$ cat src/rtl/proc_param.sv
// proc_param: multi-cycle processor running the 16-bit mv/branch/alu/ld/st ISA on a
// DW-bit datapath, with a MemReady handshake that stalls fetch, load and store.
module proc_param #(
    parameter int              DW      = 16,
    parameter int              AW      = 16,
    parameter logic [DW-1:0]   SP_INIT = '0
) (
    input  logic          Clock,
    input  logic          Resetn,
    input  logic          Run,
    input  logic [DW-1:0] DIN,
    input  logic          MemReady,
    output logic [AW-1:0] ADDR,
    output logic [DW-1:0] DOUT,
    output logic          W,
    output logic          MemRd,
    output logic          Done
);
    localparam logic [2:0] OP_MV  = 3'd0, OP_MVT = 3'd1, OP_ADD = 3'd2, OP_SUB = 3'd3,
                           OP_LD  = 3'd4, OP_ST  = 3'd5, OP_AND = 3'd6, OP_CMP = 3'd7;
    localparam logic [DW-1:0] ONE = DW'(1);

    typedef enum logic [2:0] {S_IDLE, S_FETCH, S_EXEC, S_MEM, S_WB} state_t;
    state_t state;

    logic [7:0][DW-1:0] rf;
    logic [15:0]        ir;
    logic [DW-1:0]      g;
    logic               z_flag, n_flag, c_flag;

    logic [2:0]    op, rx, ry;
    logic          m;
    logic [DW-1:0] imm, mvt_val, a_op, b_op, sp_dec, mem_ptr, alu_res;
    logic [DW:0]   sum;
    logic          is_sub, alu_c, taken;

    assign op = ir[15:13];
    assign m  = ir[12];
    assign rx = ir[11:9];
    assign ry = ir[2:0];

    assign imm     = {{(DW-9){ir[8]}}, ir[8:0]};
    assign mvt_val = {ir[7:0], {(DW-8){1'b0}}};
    assign a_op    = rf[rx];
    assign b_op    = m ? imm : rf[ry];
    assign sp_dec  = rf[5] - ONE;

    // Subtraction as A + ~B + 1 so the carry out doubles as "no borrow".
    assign is_sub  = (op == OP_SUB) || (op == OP_CMP);
    assign sum     = {1'b0, a_op} + {1'b0, (is_sub ? ~b_op : b_op)} + {{DW{1'b0}}, is_sub};
    assign alu_res = (op == OP_AND) ? (a_op & b_op) : sum[DW-1:0];
    assign alu_c   = (op == OP_AND) ? 1'b0 : sum[DW];

    always_comb begin
        mem_ptr = rf[ry];
        if (m) mem_ptr = (op == OP_ST) ? sp_dec : rf[5];
    end

    always_comb begin
        taken = 1'b1;
        case (rx)
            3'd1: taken = z_flag;
            3'd2: taken = !z_flag;
            3'd3: taken = !c_flag;
            3'd4: taken = c_flag;
            3'd5: taken = !n_flag;
            3'd6: taken = n_flag;
            default: taken = 1'b1;
        endcase
    end

    assign Done = (state == S_EXEC && (op == OP_MV || op == OP_MVT || op == OP_CMP))
                || (state == S_WB)
                || (state == S_MEM && MemReady);

    always_ff @(posedge Clock or negedge Resetn) begin
        if (!Resetn) begin
            state  <= S_IDLE;
            rf     <= '0;
            rf[5]  <= SP_INIT;
            ir     <= '0;
            g      <= '0;
            z_flag <= 1'b0;
            n_flag <= 1'b0;
            c_flag <= 1'b0;
            ADDR   <= '0;
            DOUT   <= '0;
            W      <= 1'b0;
            MemRd  <= 1'b0;
        end else begin
            case (state)
                S_IDLE: if (Run) begin
                    ADDR  <= rf[7][AW-1:0];
                    MemRd <= 1'b1;
                    state <= S_FETCH;
                end
                S_FETCH: if (MemReady) begin
                    ir    <= DIN[15:0];
                    rf[7] <= rf[7] + ONE;
                    MemRd <= 1'b0;
                    state <= S_EXEC;
                end
                S_EXEC: begin
                    state <= S_IDLE;
                    case (op)
                        OP_MV:  rf[rx] <= b_op;
                        OP_MVT: begin
                            if (m) rf[rx] <= mvt_val;
                            else if (taken) begin
                                if (rx == 3'd7) rf[6] <= rf[7];
                                rf[7] <= rf[7] + imm;
                            end
                        end
                        OP_ADD, OP_SUB, OP_AND: begin
                            g      <= alu_res;
                            z_flag <= (alu_res == '0);
                            n_flag <= alu_res[DW-1];
                            c_flag <= alu_c;
                            state  <= S_WB;
                        end
                        OP_CMP: begin
                            z_flag <= (alu_res == '0);
                            n_flag <= alu_res[DW-1];
                            c_flag <= alu_c;
                        end
                        OP_LD: begin
                            ADDR  <= mem_ptr[AW-1:0];
                            MemRd <= 1'b1;
                            state <= S_MEM;
                        end
                        default: begin
                            ADDR  <= mem_ptr[AW-1:0];
                            DOUT  <= a_op;
                            W     <= 1'b1;
                            if (m) rf[5] <= sp_dec;
                            state <= S_MEM;
                        end
                    endcase
                end
                S_MEM: if (MemReady) begin
                    W     <= 1'b0;
                    MemRd <= 1'b0;
                    state <= S_IDLE;
                    // pop increments sp first so a pop into r5 keeps the loaded value
                    if (op == OP_LD) begin
                        if (m) rf[5] <= rf[5] + ONE;
                        rf[rx] <= DIN;
                    end
                end
                S_WB: begin
                    rf[rx] <= g;
                    state  <= S_IDLE;
                end
                default: state <= S_IDLE;
            endcase
        end
    end
endmodule

$ cat config.mk
export PLATFORM = sky130hd
export DESIGN_NAME = proc_param
export DESIGN_NICKNAME = d
export VERILOG_FILES = /design/src/rtl/proc_param.sv
export SDC_FILE = /design/constraint.sdc
export NUM_CORES = 1
export LEC_CHECK = 0
export CAP_MARGIN = 20
export CORE_MARGIN = 2
export CORE_UTILIZATION = 27
export CTS_BUF_LIST = sky130_fd_sc_hd__clkbuf_8
export CTS_CLUSTER_SIZE = 24
export DETAILED_ROUTE_END_ITERATION = 12
export GPL_ROUTABILITY_DRIVEN = 0
export PLACE_DENSITY = 0.51
export SLEW_MARGIN = 15
export SYNTH_ARGS = -nofsm -noshare
export SYNTH_HDL_FRONTEND = slang
export SYNTH_SLANG_ARGS = --single-unit
$ cat constraint.sdc
create_clock -name Clock -period 14 [get_ports Clock]
set_input_delay 1.4 -clock Clock [delete_from_list [all_inputs] [get_ports Clock]]
set_output_delay 1.4 -clock Clock [all_outputs]
set_load 0.01 [all_outputs]
[Yosys cells after proc, flatten, opt, wreduce, memory -nomap -nowiden]
Cells that the tools add are included.
Widths: inputs -> output; s select.
Cells by class
  $add $sub $neg: 6
  magnitude comparators: 3
  equality and inequality tests: 32
  multiplexer cells: 48
  bitwise gates (word level): 3
  reductions and logical operators: 38
Operators with widths (number)
  $bwmux 128: 4
  $pmux 112 s3: 1
  $mux 16: 17
  $mux 128: 2
  $pmux 80 s2: 1
  $bmux 16 s3: 2
  $mux 96: 1
  $mux 32: 2
  $pmux 16 s4: 1
  $pmux 32 s2: 1
  $demux 16 s3: 1
  $pmux 16 s3: 1
  $add 16x1->16 const B: 2
  $pmux 16 s2: 1
  $eq 3x3->1 const B: 9
  $eq 3x2->1 const B: 6
  $reduce_and 6->1: 3
  $add 16x16->17: 1
  $add 17x1->17: 1
  $add 16x16->16: 1
  $and 16x16->16: 1
  $logic_not 16->1: 1
  $not 16->16: 1
  $sub 16x1->16 const B: 1
  35 further kinds: 68
Word-level totals
  bits in registers: 200
  input port bits: 20
  output and inout port bits: 35
  word-level logic and storage cells: 148

[Longest topological paths before layout]
  depth in word-level cells: 9
  gate-level depth with buffers: 19
  gate-level depth less buffers: 17

[Least setup slack after synthesis]
Ideal clock, no wire load.
  path kind: flip-flop to flip-flop
  start: register ir[1]
  end: register z_flag
  library setup time: 0.092 ns
  arrival: 4.635 ns
  required time: 13.908 ns
  setup slack: 9.273 ns
  cell stages (with the launch flop): 20
  buffers on the path: 4
  clock period less this slack: 4.727 ns
  path through: dfrtp_1 buf_2 clkbuf_1 clkbuf_1 mux4_2 a211oi_1 a21oi_1 xnor2_1 ha_1 clkbuf_1 o211ai_1 a21oi_1 o41ai_1 o21ai_1 xnor2_1 nor2_1 or4b_1 nor4_2 nand4_1 o31ai_2
On the way
  cells in the longest elaborated chain, start to end: 9
  elaborated cells on any way between the ends: 10
  classes of those cells: add/sub (2); mux (5); bitwise (2); reduce/logical (1)
RTL lines
  start: declaration: line 27  | logic [15:0] ir;
  start signal: assignment: line 98  | ir <= DIN[15:0];
  $bmux 16 s3: line 45  | assign b_op = m ? imm : rf[ry];
  $mux 16 (implied by the code): line 45
  $mux 16 (*): line 45
  $not 16->16: line 50  | assign sum = {1'b0, a_op} + {1'b0, (is_sub ? ~b_op : b_op)} + {{DW{1'b0}}, is_sub};
  $mux 16: line 50
  $add 16x16->17: line 50
  $add 17x1->17: line 50
  $mux 16 (*): line 51  | assign alu_res = (op == OP_AND) ? (a_op & b_op) : sum[DW-1:0];
  $logic_not 16->1 (*): line 116, 122
  end signal: assignment: line 116  | z_flag <= (alu_res == '0);
  end signal: assignment: line 122  | z_flag <= (alu_res == '0);
  end: declaration: line 29  | logic z_flag, n_flag, c_flag;
Every way passes the cells marked *; elsewhere a longest branch is shown, timed or not. The select of a mux whose other input is x is not followed.
A chain may end at the register's enable or synchronous reset.

[Worst setup path in the final report]
  start: register ir[0]
  end: register z_flag
The elaborated chain is that of the path after synthesis.

==> impl_metrics.json <==
{
  "hold_viol": 0,
  "status": "complete, no violations",
  "layout_common_cells": "nand2_1, dfrtp_1, a21oi_1",
  "ff2ff_setup_slack_ns": 8.63,
  "cp-start-kind": "flop",
  "dpl.hpwl_um": 45500,
  "antenna_cells": 0,
  "hold_path_class": "reg -> reg",
  "clkTransAtPathRegs_ns": 0.12,
  "seq_area_um2": 5010,
  "syn_area_um2": 15300,
  "cp_slowest_cell": "buf_4",
  "holdCritStartpoint": "ADDR[7]$_DFFE_PN0P_",
  "grt_overflow": 0,
  "wl_um": 62300,
  "grt_max_degree": 78,
  "start_util_pct": 27.2,
  "finalSetupTns_ns": 0,
  "yosysSeqAreaShare_pct": 32.8,
  "worstHoldEndpoint": "ADDR[7]$_DFFE_PN0P_",
  "synth_edf_count": 0,
  "worstPathRequired_ns": 14.46,
  "clock_sink_count": 200,
  "row_count": 87,
  "grt_pass1_wl_um": 93900,
  "placed_area_um2": 16500,
  "vias": 14804,
  "area_delta_synth_final_pct": 11.2,
  "cts_tree": "yes",
  "path_delay_family": "compound AO/OA/AOI/OAI gates",
  "antenna_found_initial": 0,
  "holdBufCountCts": 0,
  "rsz0062_at_grt": "no",
  "die_area_um2": 58500,
  "clock_path_buffers": 2,
  "die_y_um": 242,
  "synth_warnings": 0,
  "worstMarginPinSlew_ns": 1.02,
  "die_w_um": 242,
  "numPortBuffers": 54,
  "drv_slew": 0,
  "r2r-start": "ir[0]$_DFFE_PN0P_",
  "drc": 0,
  "postSynthAreaPerCell_um2": 8.35,
  "path_buf_inv": 1,
  "drt_first_pass_iters": 8,
  "cts-root-buf": "clkbuf_8",
  "synth_cell_types": 80,
  "max-cap-violations": 0,
  "timing.rr.end": "z_flag$_DFFE_PN0P_",
  "fin_skew_ns": 0.0356,
  "viasPerCell": 5.78,
  "drt_iter0_drc": 1885,
  "max_freq_mhz": 186,
  "wl_per_cell_um": 24.3,
  "syn_nets": 1886,
  "postCtsSetupRepairBufs": 0,
  "synthFlopType": "dfrtp_1",
  "worst-setup-path-type": "reg -> reg",
  "cts.repair.resized": 0,
  "reg2reg_depth": 17,
  "core_area_um2": 56200,
  "fin_nets": 1849,
  "end_kind": "flop",
  "drive_gt1_share_pct": 12.2,
  "antenna_left": 0,
  "cp.arrival_ns": 5.83,
  "final-setup-viol-count": 0,
  "crit_chain": "buf_4 > mux4_2 > nor2b_1 > a211oi_1 > a21oi_1 > xnor2_1 > ha_1 > o211ai_1 > a21oi_1 > o41ai_1 > o21ai_1 > xnor2_1 > nor2_1 > or4b_1 > nor4_2 > nand4_1 > o31ai_2",
  "fin_crit_ns": 5.37,
  "post-route-period-util_pct": 38.4,
  "synth_cells": 1828,
  "path_max_fanout": 43,
  "slew_headroom_pct": 31.9,
  "fin_area_um2": 17000,
  "grt_use_total_pct": 21.2,
  "ioPinCount": 55,
  "multi_input_area_um2": 9460,
  "synth_seq_cells": 200,
  "hold_depth": 2,
  "grt_pass1_vias": 14169,
  "clk_latency_ns": 0.56,
  "cp_slowest_stage_delay_ns": 0.60,
  "htreeDepth": 4,
  "cts_made_buffers": 17,
  "final_common_cell": "nand2_1",
  "fillers": 5995,
  "async_flop_share_pct": 100
}
-- Yosys cell counts, types with 15 or more instances --
master / number / area [um^2]
nand3_1: 40 / 200
clkbuf_1: 129 / 484
nand2_1: 236 / 886
nor3_1: 29 / 145
mux2i_1: 37 / 370
inv_1: 39 / 146
o221ai_1: 15 / 131
mux4_2: 55 / 1240
ha_1: 36 / 450
a21oi_1: 193 / 966
o21ai_0: 157 / 786
a211oi_1: 32 / 240
o22ai_1: 23 / 144
dfrtp_1: 200 / 5000
a22o_1: 16 / 140
o211ai_1: 16 / 120
nor2_1: 173 / 649
xor2_1: 15 / 131
nand2b_1: 19 / 119
a22oi_1: 20 / 150
nor2b_1: 23 / 144
mux2_2: 33 / 372
xnor2_1: 39 / 342
buf_1: 15 / 56.3
-- worst reg2reg max path: cells and delay by family, from the launching register on --
family / cells / cell delay, ns
compound gates: 7 / 1.82
xor+xnor: 2 / 0.40
fa+ha+maj: 1 / 0.40
buf+inv: 1 / 0.60
flops: 1 / 0.36
mux: 1 / 0.62
simple gates: 5 / 1.08
-- worst max path at each step --
stage | start | end | slack, ns | depth (start not counted)
after floorplan | ir[1]$_DFFE_PN0P_ | z_flag$_DFFE_PN0P_ | 9.27 | 19
after global placement | ir[0]$_DFFE_PN0P_ | z_flag$_DFFE_PN0P_ | 8.77 | 17
after detailed placement | ir[0]$_DFFE_PN0P_ | z_flag$_DFFE_PN0P_ | 8.69 | 17
after CTS | ir[0]$_DFFE_PN0P_ | z_flag$_DFFE_PN0P_ | 8.66 | 17
after global routing | ir[0]$_DFFE_PN0P_ | z_flag$_DFFE_PN0P_ | 8.24 | 17
final | ir[0]$_DFFE_PN0P_ | z_flag$_DFFE_PN0P_ | 8.63 | 17
-- kinds of logic after synthesis --
group / synth area share [%]
flip-flops: 32.8
multiplexers: 13.1
AO/OA/AOI/OAI: 24.4
AND/OR/NAND/NOR: 18.0
XOR/XNOR: 3.10
buffers and inverters: 5.47
adder cells (fa/ha/maj): 3.21
-- layout make-up --
cell class	instances	area share [%]
multi-input combinational	1424	55.8
sequential	200	29.5
timing repair buffer	109	5.78
tap	756	5.57
clock buffer	18	1.46
clock inverter	14	1.04
inverter	39	0.863
-- routing by layer --
metal	global-route usage, %	wire, um
met1	28.0	25300
met2	31.0	26500
met3	4.51	5850
met4	14.5	4720
met5	0	0
-- stage by stage --
step | setup slack, ns | utilization (%) | hold WS (ns) | instances
final | 8.63 | 30.2 | 0.494 | 2560
after global routing | 8.24 | 30.2 | 0.525 | 2560
after CTS | 8.66 | 30.2 | 0.501 | 2559
after detailed placement | 8.69 | 29.4 | 0.474 | 2527
after global placement | 8.77 | 29.4 | 0.468 | 2526
after floorplan | 9.27 | - | 0.461 | 1828
Power is left out: the tool's default activity adds up to more than one toggle a clock period on the data nets, which glitch-free logic cannot reach.
